$ cat src/rtl/legv8_imm_encoder.sv
`default_nettype none
// ============================================================================
//  Module   : legv8_imm_encoder
//  Purpose  : Two-stage LEGv8 instruction encoder (B / CBZ / LDUR / STUR).
//             Range-checks a 64-bit signed immediate against the field width
//             of the selected class and packs it into a 32-bit word. Out of
//             range immediates produce out_err=1 with a zero word. Counts
//             delivered good and rejected words.
//  Revision : 1.0 - initial release
// ============================================================================
module legv8_imm_encoder #(
  parameter int CNT_W = 16,
  parameter int ERR_W = 8
) (
  input  logic             clk,
  input  logic             rst_n,
  input  logic             in_valid,
  output logic             in_ready,
  input  logic [1:0]       in_fmt,
  input  logic [63:0]      in_imm,
  input  logic [4:0]       in_rn,
  input  logic [4:0]       in_rt,
  output logic             out_valid,
  input  logic             out_ready,
  output logic [31:0]      out_instr,
  output logic             out_err,
  output logic [CNT_W-1:0] enc_count,
  output logic [ERR_W-1:0] err_count
);

  localparam logic [1:0] FMT_B    = 2'd0;
  localparam logic [1:0] FMT_CBZ  = 2'd1;
  localparam logic [1:0] FMT_LDUR = 2'd2;
  localparam logic [1:0] FMT_STUR = 2'd3;

  // Stage 1 holding registers
  logic        s1_valid;
  logic [1:0]  s1_fmt;
  logic [63:0] s1_imm;
  logic [4:0]  s1_rn;
  logic [4:0]  s1_rt;

  logic        s2_adv;
  logic        s1_adv;
  logic        legal;
  logic [31:0] packed_word;
  logic        handshake;

  // S2 moves when it is empty or its word is being taken; S1 moves when it is
  // empty or S2 moves. in_ready deliberately ignores in_valid.
  assign s2_adv    = !out_valid || out_ready;
  assign s1_adv    = !s1_valid || s2_adv;
  assign in_ready  = s1_adv;
  assign handshake = out_valid && out_ready;

  // Range check: bits [63:N-1] must all equal the sign bit
  always_comb begin
    legal = 1'b0;
    case (s1_fmt)
      FMT_B:   legal = (&s1_imm[63:25]) | ~(|s1_imm[63:25]);
      FMT_CBZ: legal = (&s1_imm[63:18]) | ~(|s1_imm[63:18]);
      default: legal = (&s1_imm[63:8])  | ~(|s1_imm[63:8]);
    endcase
  end

  // Field packing for each instruction class
  always_comb begin
    packed_word = 32'h0;
    case (s1_fmt)
      FMT_B:    packed_word = {6'b000101, s1_imm[25:0]};
      FMT_CBZ:  packed_word = {8'b10110100, s1_imm[18:0], s1_rt};
      FMT_LDUR: packed_word = {11'b11111000010, s1_imm[8:0], 2'b00, s1_rn, s1_rt};
      FMT_STUR: packed_word = {11'b11111000000, s1_imm[8:0], 2'b00, s1_rn, s1_rt};
      default:  packed_word = 32'h0;
    endcase
  end

  // Stage 1: capture the request payload on an accepting edge
  always_ff @(posedge clk or negedge rst_n) begin
    if (!rst_n) begin
      s1_valid <= 1'b0;
      s1_fmt   <= 2'd0;
      s1_imm   <= 64'd0;
      s1_rn    <= 5'd0;
      s1_rt    <= 5'd0;
    end else if (s1_adv) begin
      s1_valid <= in_valid;
      if (in_valid) begin
        s1_fmt <= in_fmt;
        s1_imm <= in_imm;
        s1_rn  <= in_rn;
        s1_rt  <= in_rt;
      end
    end
  end

  // Stage 2: register the encoded word; an illegal immediate yields a zero word
  always_ff @(posedge clk or negedge rst_n) begin
    if (!rst_n) begin
      out_valid <= 1'b0;
      out_err   <= 1'b0;
      out_instr <= 32'h0;
    end else if (s2_adv) begin
      out_valid <= s1_valid;
      out_err   <= s1_valid && !legal;
      out_instr <= (s1_valid && legal) ? packed_word : 32'h0;
    end
  end

  // Delivery counters: good words wrap, rejected words saturate
  always_ff @(posedge clk or negedge rst_n) begin
    if (!rst_n) begin
      enc_count <= '0;
      err_count <= '0;
    end else if (handshake) begin
      if (!out_err) begin
        enc_count <= enc_count + CNT_W'(1);
      end else if (err_count != {ERR_W{1'b1}}) begin
        err_count <= err_count + ERR_W'(1);
      end
    end
  end

endmodule
`default_nettype wire

$ cat config.mk
export PLATFORM = sky130hd
export DESIGN_NAME = legv8_imm_encoder
export DESIGN_NICKNAME = d
export VERILOG_FILES = /design/src/rtl/legv8_imm_encoder.sv
export SDC_FILE = /design/constraint.sdc
export NUM_CORES = 1
export LEC_CHECK = 0
export ABC_CLOCK_PERIOD_IN_PS = 2100
export BUFFER_PORTS_ARGS = -buffer_cell sky130_fd_sc_hd__buf_4
export CORE_MARGIN = 10
export CORE_UTILIZATION = 40
export DETAILED_ROUTE_END_ITERATION = 7
export PLACE_DENSITY_LB_ADDON = 0.12
export SYNTH_ARGS = -nofsm -noshare
export SYNTH_HDL_FRONTEND = slang
export SYNTH_SLANG_ARGS = --single-unit
$ cat constraint.sdc
create_clock -name clk -period 2.1 [get_ports clk]
set_input_delay 0.21 -clock clk [delete_from_list [all_inputs] [get_ports clk]]
set_output_delay 0.21 -clock clk [all_outputs]
set_load 0.03 [all_outputs]
==> key figures, run 1 <==
Yosys
  – Ys flop type: dfrtp_1
  – Fraction of registers with async set/reset: 100.0%
  – Yosys top cell area share: 56.68%
  – Mean Syn Cell Area: 12.52 um2
  – Seq/Total Area, Yosys: 56.68%
  – Mapped Area: 5872 um2
  – Cell accounting for the most synthesized area: dfrtp_1
  – Yosys warnings: 0
  – Synth area leaders: dfrtp_1, mux2_2, mux2i_1
  – Seq cells post-synth: 133
  – Post-synthesis cell type count: 39
  – Post-Syn Instances: 469
  – Post-synth EDFFs: 0
  – Syn_nets: 551

Critical path
  – CP Launch Point: s1_imm[21]
  – Slowest CP cell: or4_4
  – Reg-to-reg startpoint: s1_imm[21]
  – R2R cell count: 7
  – CP Capture Type: flop
  – CP endpoint: out_instr[6]
  – Crit-path cells: or4_4, nor4_4, nand4_1, a41oi_2, o21ai_2, buf_12, o21ai_2
  – R2r setup slk: 0.06 ns
  – Startpoint types: flop
  – Critical path class: reg2reg
  – Worst EP arrival: 2.39 ns
  – Reg-to-Reg End: out_instr[6]
  – CP max stage delay: 0.55 ns
  – Critical Path Most Common Cell: o21ai_2
  – CP required: 2.45 ns
  – Crit path max fanout: 20

Floorplanning
  – Initial cell density of the core: 40.55%
  – Die X: 141.2 um
  – Die Area: 19,930 um2
  – Die Y-Extent: 141.2 um
  – Core area: 14,480 um2
  – Row count: 44
  – Total I/O pin count: 139

GRT
  – First-pass GRT wire length: 24.16 mm
  – Vias in the first global route: 4,548
  – Initial antenna violation count: 0
  – Total GRT Usage: 15.23%
  – Grt ovf: 0
  – Largest net degree at the start of global routing: 56

Power
  – Pwr Density: 996.6 nW/um2
  – P_leak: 3.659 nW
  – Tot Pwr: 7.927 mW
  – Worst VDD drop: 578.4 uV

CTS
  – Insertion delay to the later sink of the worst-skew pair: 0.42 ns
  – H-tree depth: 4
  – Root Buffer: clkbuf_16
  – CTS tree: built
  – Reg clk slew, reported paths: 0.06 ns
  – Worst-case clock buffer depth: 2
  – Sink Count: 133
  – Num CTS Buffers: 17

Cells and area
  – Layout area overhead: 35.46%
  – Antenna cells: 0
  – Multi-input gate area: 2424 um2
  – Most frequent cells in the layout: buf_4, dfrtp_1, mux2_2, nand2_1
  – Share of cells above drive strength 1: 47.27%
  – Final Net Count: 710
  – Final instance area: 7954 um2
  – Sequential standard cell area: 3329 um2
  – Most common cell after layout, fill and taps aside: buf_4
  – Non-filler cells, final: 825
  – Core Util, Final: 54.93%
  – Filler cells: 1,296

Drt
  – First-pass detailed-route iteration total: 5
  – Detail Route Antenna Nets: 0
  – Vias: 4,195
  – Drt initial violations: 188
  – Vias/cell: 5.085
  – Wire per inst: 18.00 um
  – # DRC: 0
  – Routed WL: 14.85 mm

Flow run
  – Maxcap violations: 0

Outcome
  – Status: complete, no violations

STA
  – Shortest period the worst path allows: 2.042 ns
  – Fin. max-slew vios: 0
  – Final Hold Fails: 0
  – Tightest Pin Transition: 0.5705 ns
  – Hold Slack: 0.02115 ns
  – Setup TNS: 0 ns
  – Endpoints failing setup: 0
  – Relative slew slack: 61.62%
  – Fin crit share: 97.23%
  – Max Fclk: 489.7 MHz
  – Final setup skew: 0.006026 ns
  – Final WS setup: 0.05814 ns
  – Unrepaired setup endpoints after global routing: true

Placement
  – Cell total after placement: 788
  – Pre-CTS setup slack: 0.01861 ns
  – HPWL after DPL: 11.15 mm
  – Post-Place Cell Area: 7221 um2
  – RD Place Congestion: 0.7957
  – I/O Buffers: 138

Hold path
  – Hold WC Path Type: in2reg
## worst min path at each step
stage | from | end | slack, ns | depth (start not counted)
global placement | rst_n | err_count[4] | 0.21 | 1
floorplan | rst_n | enc_count[0] | -0.09 | 0
detailed placement | rst_n | err_count[4] | 0.22 | 1
finish | in_imm[7] | s1_imm[7] | 0.02 | 2
CTS | in_imm[7] | s1_imm[7] | 0.003 | 2
global route | in_imm[49] | s1_imm[49] | 0.002 | 2
## worst max-delay path: cells and delay by family, from the launching register on
family                 cells  cell delay, ns
and+or+nand+nor            3            0.91
AOI/OAI and AO/OA          3            0.49
DFF                        1            0.38
buffers and inverters      1            0.18
## what timing repair did
action,CTS,global route
endpoints found under the hold margin,53,1
gates resized for setup,2,3
setup endpoints to repair,1,25
hold buffers,1,1
pin swaps,3,2
buffers inserted,2,1
## power by group
| group | switching (mW) | internal, mW |
|---|---|---|
| sequential | 0.354 | 2.88 |
| combinational | 0.696 | 0.676 |
| clock | 1.06 | 2.26 |
## area by class of cell
class                   instances  area share [%]
flip-flops and latches        133           41.86
clock inverters                 9           2.139
multi-input cells             311           30.47
inverters                       2         0.09438
repair buffers                163           16.28
well taps                     184           2.894
clock buffers                  23           6.261
## synth_stat cells (all sizes together), types with 9 or more instances
library cell,number
nand3,15
xnor2,18
mux2i,23
nand2,42
o21ai,27
dfrtp,133
clkbuf,14
mux2,78
buf,9
nor2,23
a21oi,15
nor4,13
nand4,23
## layer usage
layer / wire, um / up-vias / global-route usage [%]
li1: - / 2016 / -
met1: 6703 / 2061 / 19.09
met2: 7082 / 105 / 23.73
met3: 911 / 13 / 5.946
met4: 150 / 0 / 4.457
met5: 0 / - / 0
## state kept, by name (all words and copies together) (netlist names)
signal and cells:
s1_imm 64, err_count 8, out_valid 1, enc_count 16
s1_valid 1, s1_rn 5, out_err 1, s1_fmt 2
s1_rt 5, out_instr 30
## kinds of logic after synthesis
group	after synthesis	share of synthesized area, %
buf+inv	25	2.600
simple gates	136	11.89
fa+ha+maj	2	0.4261
xor+xnor	22	3.281
mux	101	18.88
flops	133	56.68
compound gates	50	6.244
No activity file was read; power rests on OpenSTA's default activity.
==> run 2, diff against run 1 <==
--- a/config.mk
+++ b/config.mk
@@ -8,9 +8,9 @@
 export ABC_CLOCK_PERIOD_IN_PS = 2100
 export BUFFER_PORTS_ARGS = -buffer_cell sky130_fd_sc_hd__buf_4
 export CORE_MARGIN = 10
-export CORE_UTILIZATION = 40
+export CORE_UTILIZATION = 54
 export DETAILED_ROUTE_END_ITERATION = 7
-export PLACE_DENSITY_LB_ADDON = 0.12
+export PLACE_DENSITY = 0.86
 export SYNTH_ARGS = -nofsm -noshare
 export SYNTH_HDL_FRONTEND = slang
 export SYNTH_SLANG_ARGS = --single-unit
==> key figures, run 2 (same netlist as run 1, synthesis figures left out) <==
Outcome
  – Status: complete, no violations

Floorplanning
  – Initial cell density of the core: 54.65%
  – Die X: 124.3 um
  – Die Area: 15,440 um2
  – Total I/O pin count: 139
  – Die Y-Extent: 124.3 um
  – Row count: 38
  – Core area: 10,750 um2

Placement
  – HPWL after DPL: 10.77 mm
  – Pre-CTS setup slack: 0.04240 ns
  – I/O Buffers: 138
  – RD Place Congestion: 0.8468

STA
  – Unrepaired setup endpoints after global routing: true
  – Final WS setup: 0.04791 ns
  – Final setup skew: 0.006404 ns
  – Max Fclk: 487.3 MHz
  – Endpoints failing setup: 0
  – Relative slew slack: 61.25%
  – Shortest period the worst path allows: 2.052 ns
  – Fin. max-slew vios: 0
  – Final Hold Fails: 0
  – Tightest Pin Transition: 0.5759 ns
  – Fin crit share: 97.72%

Cells and area
  – Most common cell after layout, fill and taps aside: buf_4
  – Most frequent cells in the layout: buf_4, dfrtp_1, mux2_2, dlygate4sd3_1, nand2_1
  – Layout area overhead: 43.83%
  – Biggest regs: s1_imm: 64 flops, out_instr: 30 flops, enc_count: 16 flops
  – Final Net Count: 778
  – Core Util, Final: 78.60%
  – Biggest register: s1_imm
  – Share of cells above drive strength 1: 40.93%
  – Max FFs per register: 64

Critical path
  – Worst EP arrival: 2.49 ns
  – Crit path max fanout: 20
  – Critical path class: reg2reg
  – CP Capture Type: flop
  – CP required: 2.53 ns
  – R2r setup slk: 0.05 ns
  – Startpoint types: flop

Power
  – Tot Pwr: 7.356 mW
  – P_leak: 3.857 nW
  – Pwr Density: 871.0 nW/um2
  – Worst VDD drop: 589.3 uV

Drt
  – Vias: 4,705
  – Routed WL: 16.57 mm
  – Vias/cell: 5.529
  – First-pass detailed-route iteration total: 4
  – Drt initial violations: 496
  – Detail Route Antenna Nets: 0
  – # DRC: 0
  – Wire per inst: 19.47 um

GRT
  – Met2 Usage GRT: 34.15%
  – Initial antenna violation count: 5
  – Met1 GRT Util: 25.33%
  – Grt met3 use: 5.574%
  – Grt ovf: 0
  – GR peak layer: met2
  – Total GRT Usage: 21.03%
  – Largest net degree at the start of global routing: 77
  – First-pass GRT wire length: 26.67 mm
  – Vias in the first global route: 5,091

CTS
  – Root Buffer: clkbuf_8
  – Sink Count: 133
  – Insertion delay to the later sink of the worst-skew pair: 0.51 ns
  – Worst-case clock buffer depth: 2
  – CTS tree: built
  – Num CTS Buffers: 17
  – Reg clk slew, reported paths: 0.06 ns
  – H-tree depth: 4

Flow run
  – Maxcap violations: 0

Hold path
  – Hold WC Path Type: in2async
-- run 2: cell types whose count changed in the layout (fill, tap and decap cells not counted), sizes merged --
cell / before / now
bufinv: 5 / 1
buf: 161 / 153
dlygate4sd3: 2 / 78
clkinv: 4 / 5
diode: 0 / 5
-- run 2: repair_timing --
item	CTS	global route
buffers inserted	0	1
endpoints found under the setup margin	0	24
hold endpoints to repair	210	0
resized for setup	0	4
hold buffers	78	0
-- run 2: worst paths after layout --
check / to / start / cells after the start
max: out_instr[9] / s1_imm[28] / 7
min: err_count[1] / rst_n / 2
min reg2reg: out_instr[4] / out_instr[4] / 2
min in group clk: s1_valid / out_ready / 4
max reg2reg: out_instr[9] / s1_imm[28] / 7
max in group asynchronous: out_instr[4] / rst_n / 3
-- run 2: power breakdown --
| part | switching [mW] | total (mW) | internal (mW) |
|---|---|---|---|
| Combinational | 0.729 | 1.48 | 0.749 |
| Sequential | 0.383 | 3.27 | 2.88 |
| Clock | 1.01 | 2.61 | 1.60 |
-- run 2: routing by layer --
layer	vias to the layer above	routed length [um]
met4	0	544
met1	2330	6652
met2	179	8345
li1	2152	-
met5	-	0
met3	44	1031
-- run 2: layout make-up --
type | count | area [um2]
sequential | 133 | 3329
multi-input combinational | 311 | 2426
fill | 622 | 2300
timing repair buffer | 231 | 1983
clock buffer | 23 | 456.7
tap | 140 | 175.2
clock inverter | 6 | 55.05
antenna | 5 | 12.51
inverter | 2 | 7.507
-- run 2: stage by stage --
step           instance area (um2)  hold WS (ns)  cells  setup TNS [ns]
6_report                      8446        0.1385    851               0
5_1_grt                       8446        0.1437    851         -0.2451
4_1_cts                       8401        0.1317    845               0
3_5_place_dp                  7108       0.09646    738               0
3_3_place_gp                  7108       0.09243    738               0
2_1_floorplan                 5873      -0.08559    469               0
-- run 2: critical path, stage by stage (launching register included) --
cell	delay [ns]
dfrtp_1	0.40
or4_1	0.56
nor2_2	0.18
nand4b_1	0.14
a41oi_2	0.26
o21ai_2	0.10
buf_12	0.18
o21ai_2	0.14
==> run 3, diff against run 2 <==
==> config.mk (replaced) <==
export PLATFORM = sky130hd
export DESIGN_NAME = legv8_imm_encoder
export DESIGN_NICKNAME = d
export VERILOG_FILES = /design/src/rtl/legv8_imm_encoder.sv
export SDC_FILE = /design/constraint.sdc
export NUM_CORES = 1
export LEC_CHECK = 0
export ABC_CLOCK_PERIOD_IN_PS = 2430
export BUFFER_PORTS_ARGS = -buffer_cell sky130_fd_sc_hd__buf_4
export CORE_MARGIN = 10
export CORE_UTILIZATION = 58
export DETAILED_ROUTE_END_ITERATION = 7
export PLACE_DENSITY = 0.91
export SYNTH_ARGS = -nofsm -noshare
export SYNTH_HDL_FRONTEND = slang
export SYNTH_SLANG_ARGS = --single-unit
==> constraint.sdc (replaced) <==
create_clock -name clk -period 2.43 [get_ports clk]
set_input_delay 0.243 -clock clk [delete_from_list [all_inputs] [get_ports clk]]
set_output_delay 0.243 -clock clk [all_outputs]
set_load 0.03 [all_outputs]
==> key figures, run 3 (same netlist as run 1, synthesis figures left out) <==
Cells and area
  – Biggest regs: s1_imm: 64 flops, out_instr: 30 flops, enc_count: 16 flops
  – Sequential standard cell area: 3328 um2
  – Max FFs per register: 64
  – Filler cells: 487
  – Multi-input gate area: 2401 um2
  – Most frequent cells in the layout: buf_4, dfrtp_1, mux2_2, dlygate4sd3_1, nand2_1
  – Final Net Count: 773
  – Final instance area: 8356 um2
  – Core Util, Final: 85.09%
  – Most common cell after layout, fill and taps aside: buf_4
  – Layout area overhead: 42.30%
  – Antenna cells: 0
  – Share of cells above drive strength 1: 40.54%
  – Biggest register: s1_imm

GRT
  – Met2 Usage GRT: 43.98%
  – Total GRT Usage: 25.29%
  – Largest net degree at the start of global routing: 54
  – Grt met3 use: 7.213%
  – Initial antenna violation count: 0
  – GR peak layer: met2
  – First-pass GRT wire length: 28.81 mm
  – Met1 GRT Util: 28.16%
  – Vias in the first global route: 5,240
  – Grt ovf: 0

STA
  – Fin crit share: 94.55%
  – Relative slew slack: 50.65%
  – Fin. max-slew vios: 0
  – Setup TNS: 0 ns
  – Unrepaired setup endpoints after global routing: false
  – Final setup skew: 0.008495 ns
  – Shortest period the worst path allows: 2.298 ns
  – Tightest Pin Transition: 0.7335 ns
  – Endpoints failing setup: 0
  – Max Fclk: 435.2 MHz
  – Hold Slack: 0.1435 ns
  – Final WS setup: 0.1324 ns
  – Final Hold Fails: 0

Drt
  – Detail Route Antenna Nets: 0
  – Wire per inst: 21.94 um
  – First-pass detailed-route iteration total: 5
  – # DRC: 0
  – Vias: 4,816
  – Drt initial violations: 592
  – Vias/cell: 5.761
  – Routed WL: 18.35 mm

Critical path
  – Worst EP arrival: 2.74 ns
  – Crit path max fanout: 20
  – Startpoint types: flop
  – CP required: 2.87 ns
  – Critical path class: reg2reg
  – CP Capture Type: flop

Floorplanning
  – Die X: 120.6 um
  – Die Area: 14,550 um2
  – Die Y-Extent: 120.6 um
  – Row count: 36
  – Initial cell density of the core: 59.80%
  – Core area: 9819 um2
  – Total I/O pin count: 139

Placement
  – Pre-CTS setup slack: 0.2864 ns
  – I/O Buffers: 138
  – RD Place Congestion: 0.8929
  – HPWL after DPL: 10.66 mm
  – Post-Place Cell Area: 7043 um2

CTS
  – Worst-case clock buffer depth: 2
  – CTS tree: built
  – Reg clk slew, reported paths: 0.06 ns
  – Insertion delay to the later sink of the worst-skew pair: 0.53 ns
  – Setup Fix Bufs, Post-CTS: 0
  – Root Buffer: clkbuf_8
  – H-tree depth: 4
  – Sink Count: 133
  – Num CTS Buffers: 17

Outcome
  – Status: complete, no violations

Power
  – Worst VDD drop: 487.8 uV
  – P_leak: 3.819 nW
  – Pwr Density: 772.3 nW/um2

Hold path
  – Hold WC Path Type: in2reg

Flow run
  – Maxcap violations: 0
[run 3: cell count changes in the layout (fill, tap and decap cells not counted), moves of 2 or more]
cell,before,now
diode_2,5,0
clkinvlp_4,0,3
clkbuf_1,4,2
buf_4,148,145
buf_12,4,2
[run 3: power breakdown]
| group | leakage [nW] | switching (mW) | internal [mW] |
|---|---|---|---|
| logic | 1.91 | 0.638 | 0.638 |
| clock network | 0.259 | 0.941 | 1.39 |
| registers | 1.65 | 0.354 | 2.49 |
[run 3: routing by layer]
| metal | part of all wire [%] | vias up | wire [um] |
|---|---|---|---|
| li1 | - | 2136 | - |
| met1 | 38 | 2379 | 6982 |
| met2 | 52 | 249 | 9450 |
| met3 | 7.2 | 52 | 1323 |
| met4 | 3.2 | 0 | 589 |
| met5 | 0 | - | 0 |
[run 3: worst max-delay path, stage by stage (launching register included)]
cell	delay, ns
dfrtp_1	0.39
nand4_1	0.11
nor4_1	0.57
nand4_1	0.25
a41oi_2	0.31
o21ai_2	0.09
buf_4	0.25
o21ai_2	0.21
[run 3: through the flow]
stage | power (mW) | cells
finish | 6.453 | 836
global route | 6.678 | 836
global placement | 3.919 | 727
CTS | 6.382 | 836
floorplan | 3.496 | 469
detailed placement | 3.979 | 727
[run 3: final timing paths]
path | slack [ns] | depth (start not counted) | from | endpoint
worst max-delay path | 0.13 | 7 | s1_imm[58] | out_instr[8]
worst min-delay path | 0.14 | 4 | out_ready | s1_valid
worst max register to register | 0.13 | 7 | s1_imm[58] | out_instr[8]
worst min register to register | 0.49 | 1 | enc_count[15] | enc_count[15]
max in group asynchronous | 1.34 | 3 | rst_n | s1_imm[31]
min in group asynchronous | 0.25 | 2 | rst_n | err_count[4]
[run 3: area by class of cell]
type                    count  share of cell area, %
clock buffers              21                  5.376
well taps                 133                  1.992
inverters                   2                0.08985
multi-input cells         311                  28.74
flip-flops and latches    133                  39.83
clock inverters            10                 0.9883
repair buffers            226                  22.99
[run 3: repair_timing]
action / in CTS / in global routing
gates resized for setup: 0 / 0
hold buffers: 78 / 0
hold endpoints to repair: 128 / 0
